[src/rtl/ram1p_arb.sv]
// Single-port read-first SRAM sequencer: zero-fill sweep after reset/clear, then
// round-robin arbitration between cache pipeline (A) and refill path (B).
module ram1p_arb #(
    parameter int unsigned DEPTH = 64,
    parameter int unsigned WIDTH = 44,
    localparam int unsigned AW = $clog2(DEPTH)
) (
    input  logic             clk,
    input  logic             resetn,
    input  logic             clear,
    output logic             busy,

    input  logic             a_req,
    input  logic             a_we,
    input  logic [AW-1:0]    a_addr,
    input  logic [WIDTH-1:0] a_wdata,
    output logic             a_gnt,
    output logic             a_rvalid,
    output logic [WIDTH-1:0] a_rdata,

    input  logic             b_req,
    input  logic             b_we,
    input  logic [AW-1:0]    b_addr,
    input  logic [WIDTH-1:0] b_wdata,
    output logic             b_gnt,
    output logic             b_rvalid,
    output logic [WIDTH-1:0] b_rdata,

    output logic             ram_ce,
    output logic             ram_we,
    output logic [AW-1:0]    ram_addr,
    output logic [WIDTH-1:0] ram_din,
    input  logic [WIDTH-1:0] ram_dout
);

    localparam logic [0:0] StSweep = 1'b0;
    localparam logic [0:0] StServe = 1'b1;
    localparam logic [AW-1:0] CntMax = AW'(DEPTH - 1);

    logic [0:0]    state_q, state_d;
    logic [AW-1:0] cnt_q, cnt_d;
    logic          lastgnt_q, lastgnt_d;  // 0: A granted last, 1: B granted last
    logic          rpend_a_q, rpend_a_d;
    logic          rpend_b_q, rpend_b_d;
    logic          serve;

    assign serve = (state_q == StServe);
    assign busy  = (state_q == StSweep);

    // Under contention the requester that was not granted last wins.
    assign a_gnt = serve & a_req & (~b_req | lastgnt_q);
    assign b_gnt = serve & b_req & (~a_req | ~lastgnt_q);

    assign a_rvalid = rpend_a_q;
    assign b_rvalid = rpend_b_q;
    assign a_rdata  = ram_dout;
    assign b_rdata  = ram_dout;

    always_comb begin
        ram_ce   = 1'b0;
        ram_we   = 1'b0;
        ram_addr = '0;
        ram_din  = '0;
        if (!serve) begin
            ram_ce   = 1'b1;
            ram_we   = 1'b1;
            ram_addr = cnt_q;
        end else if (a_gnt) begin
            ram_ce   = 1'b1;
            ram_we   = a_we;
            ram_addr = a_addr;
            ram_din  = a_wdata;
        end else if (b_gnt) begin
            ram_ce   = 1'b1;
            ram_we   = b_we;
            ram_addr = b_addr;
            ram_din  = b_wdata;
        end
    end

    always_comb begin
        state_d   = state_q;
        cnt_d     = cnt_q;
        lastgnt_d = lastgnt_q;
        rpend_a_d = a_gnt & ~a_we;
        rpend_b_d = b_gnt & ~b_we;
        if (!serve) begin
            if (cnt_q == CntMax) begin
                state_d = StServe;
                cnt_d   = '0;
            end else begin
                cnt_d = cnt_q + 1'b1;
            end
        end else begin
            if (a_gnt) lastgnt_d = 1'b0;
            if (b_gnt) lastgnt_d = 1'b1;
            // A grant in the clear cycle still completes; its read returns in SWEEP.
            if (clear) begin
                state_d = StSweep;
                cnt_d   = '0;
            end
        end
    end

    always_ff @(posedge clk or negedge resetn) begin
        if (!resetn) begin
            state_q   <= StSweep;
            cnt_q     <= '0;
            lastgnt_q <= 1'b1;
            rpend_a_q <= 1'b0;
            rpend_b_q <= 1'b0;
        end else begin
            state_q   <= state_d;
            cnt_q     <= cnt_d;
            lastgnt_q <= lastgnt_d;
            rpend_a_q <= rpend_a_d;
            rpend_b_q <= rpend_b_d;
        end
    end

endmodule

[config.mk]
export PLATFORM = sky130hd
export DESIGN_NAME = ram1p_arb
export DESIGN_NICKNAME = d
export VERILOG_FILES = /design/src/rtl/ram1p_arb.sv
export SDC_FILE = /design/constraint.sdc
export NUM_CORES = 1
export LEC_CHECK = 0
export CAP_MARGIN = 15
export CORE_AREA = 2 2 115 117
export DETAILED_ROUTE_END_ITERATION = 12
export DIE_AREA = 0 0 117 119
export DONT_BUFFER_PORTS = 1
export PLACE_DENSITY = 0.35
export SYNTH_ARGS = -nofsm -noshare
export SYNTH_HDL_FRONTEND = slang
export SYNTH_SLANG_ARGS = --single-unit
[constraint.sdc]
create_clock -name clk -period 1.6 [get_ports clk]
set_clock_uncertainty 0.1 [all_clocks]
set_input_delay 0.16 -clock clk [delete_from_list [all_inputs] [get_ports clk]]
set_output_delay 0.16 -clock clk [all_outputs]
set_load 0.05 [all_outputs]
== Word-level counts from Yosys, hierarchy flattened ==
Cells that the tools add are included.
Word-level totals
  flip-flop bits (word level): 10
  input bits: 151
  logic and storage cells: 44
Operators by class
  add/sub/neg operators: 1
  equality and inequality tests: 2
  multiplexer cells: 20
  bitwise operators: 14
  reductions and logical operators: 2
Operators with widths (count)
  2-to-1 mux 44 bit: 3
  2-to-1 mux 6 bit: 6
  2-to-1 mux 1 bit: 11
  adder 6 x 1 -> 6 bit (second input constant): 1
  AND 1 bit: 6
  == test 6 bit (second input constant): 1
  NOT 1 bit: 6
  inequality test 2 bit (second input constant): 1
  OR 1 bit: 2
  AND reduction 2 bit: 1
  nonzero test 2 bit: 1

== Depth between registers and ports, before layout ==
  word-level depth: 6
  mapped depth: 5
  gate-level depth less buffers: 4

== Worst setup path before layout ==
OpenSTA, ideal clock, no wires.
  path type: flip-flop to output port
  from: register lastgnt_q
  to: output port ram_din[34]
  arrival: 1.714 ns
  data required time: 1.340 ns
  setup slack: -0.374 ns
  stages on the path, launching flop included: 5
  path buffers: 1
  path through: dfstp_2 > and2b_1 > nor2_4 > buf_2 > a22o_1
RTL lines
  from (decl): line 42  | logic lastgnt_q, lastgnt_d;
  from (signal assigned): line 115  | lastgnt_q <= lastgnt_d;
  OR 1 bit: line 51  | assign a_gnt = serve & a_req & (~b_req | lastgnt_q);
  AND 1 bit: line 51
  named net a_gnt: line 17  | output logic a_gnt,
  2-to-1 mux 44 bit: line 68  | end else if (a_gnt) begin
  2-to-1 mux 44 bit: line 64  | if (!serve) begin
  to (decl): line 32  | output logic [WIDTH-1:0] ram_din,
The timed path passes the listed nets, and every way through them passes these cells.

== Worst setup path in the final report ==
  from: register lastgnt_q
  to: output port ram_din[15]
Between the ends
  word-level cells in the longest chain between the ends: 6
RTL lines
  NOT 1 bit: line 52  | assign b_gnt = serve & b_req & (~a_req | ~lastgnt_q);
  OR 1 bit: line 52
  AND 1 bit: line 52
  2-to-1 mux 44 bit: line 73  | end else if (b_gnt) begin
  2-to-1 mux 44 bit *: line 68
  2-to-1 mux 44 bit *: line 64
Every way passes the cells marked *; elsewhere a longest branch is shown, timed or not.

==> impl_metrics.tcl <==
set metrics [dict create \
    critPathCaptureType "primary output" \
    worstPathRequired_ns 1.34 \
    reg2reg_depth 3 \
    grt_max_degree 23 \
    r2r_start "cnt_q[0]" \
    hold_end "a_rvalid" \
    drive_above_1_share_pct 67.11 \
    via_count 1271 \
    synthCells 207 \
    met3_length_um 527 \
    gp_congestion 0.8063 \
    synth_nets 359 \
    final_cell_mix "a22o_4 (40), buf_12 (16), buf_4 (14)" \
    drc 0 \
    postSynthAreaPerCell_um2 8.408 \
    first_global_vias 1283 \
    io_pins 296 \
    cts_tree "done" \
    whs_ns 0.005722 \
    layout.nets 305 \
    wl_met1_mm 2.302 \
    routed_wl_mm 6.042 \
    insertedDiodeCount 0 \
    wl_met2_mm 3.077 \
    coreArea_um2 12870 \
    seqCellArea_um2 252.7 \
    top_layer "met4" \
    synth-seq-cells 10 \
    drv_cap 0 \
    initial_core_util_pct 13.52 \
    grt_first_pass_wirelength_mm 7.548 \
    slew-limit-headroom_pct 66.49 \
    hp-class "in2reg" \
    final_common_cell "a22o_4" \
    final.setup.worst_slack_ns -0.3903 \
    r2r_setup_slack_ns 0.21 \
    drtIter0Drc 52 \
    numPortBuffers 0 \
    row_count 42 \
    synth_area_um2 1740 \
    pre_cts_ws_ns -0.1555 \
    period_share_pct 124.4 \
    p_per_area_nw_per_um2 981.6 \
    design.die.area_um2 13920 \
    wl_per_cell_um 18.42 \
    fin_crit_ns 1.990 \
    antenna_found_initial 0 \
    crit_arrival_ns 1.73 \
    ys_seq_area_share_pct 14.45 \
    ctsLongestPathBuffers 2 \
    final-hold-violation-count 0 \
    slew_viol_final 0 \
    grt_overflow 0 \
    cp-start-kind "flop" \
    area_delta_synth_final_pct 32.49 \
    ir_drop_v 0.0003636 \
    htree_levels 1 \
    vias_per_cell 3.875 \
    violations "negative setup slack" \
    fillers 1394 \
    outcome "finished, violations left" \
    crit_type "reg2out" \
    antenna_left 0 \
    hpwl_mm 4.080 \
    max_freq_mhz 502.4 \
    path_clk_slew_ns 0.04 \
    ys_types 33 \
    hold_path_depth 2 \
    worstPathMaxFanout 10 \
    worst_slew_pin_slew_ns 0.5009 \
    rsz0062_at_grt "yes" \
    min_from "a_we" \
    grtUsageTotal_pct 7.230 \
    drt_pass1_iterations 4 \
    clock_sink_count 10 \
    cts_root_buffer "clkbuf_16" \
    timing.rr.end "cnt_q[3]" \
    setup_viol 53 \
    power_leakage_nw 0.9940 \
    multiInputGateArea_um2 1136 \
    worstSkewPairLatency_ns 0.24 \
    die_w_um 117 \
    cts_buffers 3 \
    die_h_um 119 \
    yosys_warnings 0 \
]
## worst max-delay path by stage
stage / slack, ns / cells past startpoint / from / end
floorplan: -0.09 / 4 / lastgnt_q / ram_din[34]
global placement: -0.14 / 6 / lastgnt_q / ram_we
detailed placement: -0.16 / 4 / lastgnt_q / ram_din[22]
CTS: -0.39 / 5 / lastgnt_q / ram_din[37]
global route: -0.45 / 6 / lastgnt_q / ram_din[27]
finish: -0.39 / 6 / lastgnt_q / ram_din[15]
## flip-flops by register name, summed over array words and instances, names as in the netlist
| name | count |
|---|---|
| cnt_q | 6 |
| a_rvalid | 1 |
| b_rvalid | 1 |
| lastgnt_q | 1 |
| serve | 1 |
## synthesized netlist by cell type
cell / number / area [um^2]
buf_2: 10 / 50.05
nor2b_1: 7 / 43.79
mux2_2: 1 / 11.26
inv_2: 1 / 3.750
nor2_1: 1 / 3.750
dfstp_2: 1 / 26.28
and3_1: 1 / 6.260
o2bb2ai_1: 2 / 17.52
and2_4: 1 / 8.760
buf_6: 3 / 33.78
xnor2_1: 1 / 8.760
a21oi_1: 2 / 10.01
o311ai_1: 1 / 8.760
ha_1: 1 / 12.51
nor2_4: 1 / 11.26
a31o_2: 1 / 8.760
o22ai_1: 2 / 12.51
xor2_1: 1 / 8.760
a221o_1: 6 / 60.06
nor3_1: 1 / 5.000
nand3b_1: 2 / 15.01
nand3_1: 6 / 30.03
a22o_1: 44 / 385.4
buf_4: 88 / 660.6
o31ai_1: 1 / 7.510
mux2i_1: 1 / 10.01
dfrtp_1: 9 / 225.2
nand2_1: 6 / 22.52
o21ai_0: 1 / 5.000
and2b_1: 1 / 7.510
o21a_1: 1 / 7.510
and2_1: 1 / 6.260
or3_1: 1 / 6.260
## power by group
part / internal, mW / total [mW] / switching, mW
clock network: 0.334 / 0.458 / 0.123
logic: 0.588 / 1.31 / 0.727
registers: 0.358 / 0.491 / 0.134
total: 1.28 / 2.26 / 0.983
## through the flow
step	setup TNS, ns	instances	area (um^2)	total power, mW	util (%)
2_1_floorplan	-2.557	207	1976	1.956	-
3_3_place_gp	-4.064	306	1765	1.690	13.71
3_5_place_dp	-4.958	306	1765	1.704	13.71
4_1_cts	-17.34	317	2101	2.224	16.32
5_1_grt	-21.46	328	2306	2.385	17.91
6_report	-18.04	328	2306	2.263	17.91
## layout make-up
class	count	area share, %
clock buffer	4	3.418
inverter	1	0.2713
multi-input combinational	95	49.27
sequential	10	10.96
tap	176	9.550
timing repair buffer	42	26.53
## layer usage
layer,vias to the layer above,global-route usage (%)
met5,-,0
met4,0,3.529
met3,20,2.188
met2,96,12.21
met1,603,8.160
li1,552,-
## worst max-delay path: stages (launching register included)
cell and delay (ns):
dfstp_2 0.53, and2b_1 0.21, nor2_4 0.12, buf_4 0.13, buf_12 0.10, clkbuf_16 0.16, a22o_4 0.23
## cells by family after synthesis
kind of cell	after synthesis	share of synthesized area (%)
AO/OA/AOI/OAI	61	30.05
XOR/XNOR	2	1.007
adder cells (fa/ha/maj)	1	0.7188
buffers and inverters	102	42.99
flip-flops	10	14.45
multiplexers	2	1.222
AND/OR/NAND/NOR	29	9.561
## what timing repair did
item,CTS,global route
buffers inserted,2,9
pin swaps,24,22
endpoints found under the setup margin,53,54
cloned,2,4
hold buffers,3,0
endpoints found under the hold margin,16,0
gates resized for setup,24,12
Power figures use the tool's default switching activity.
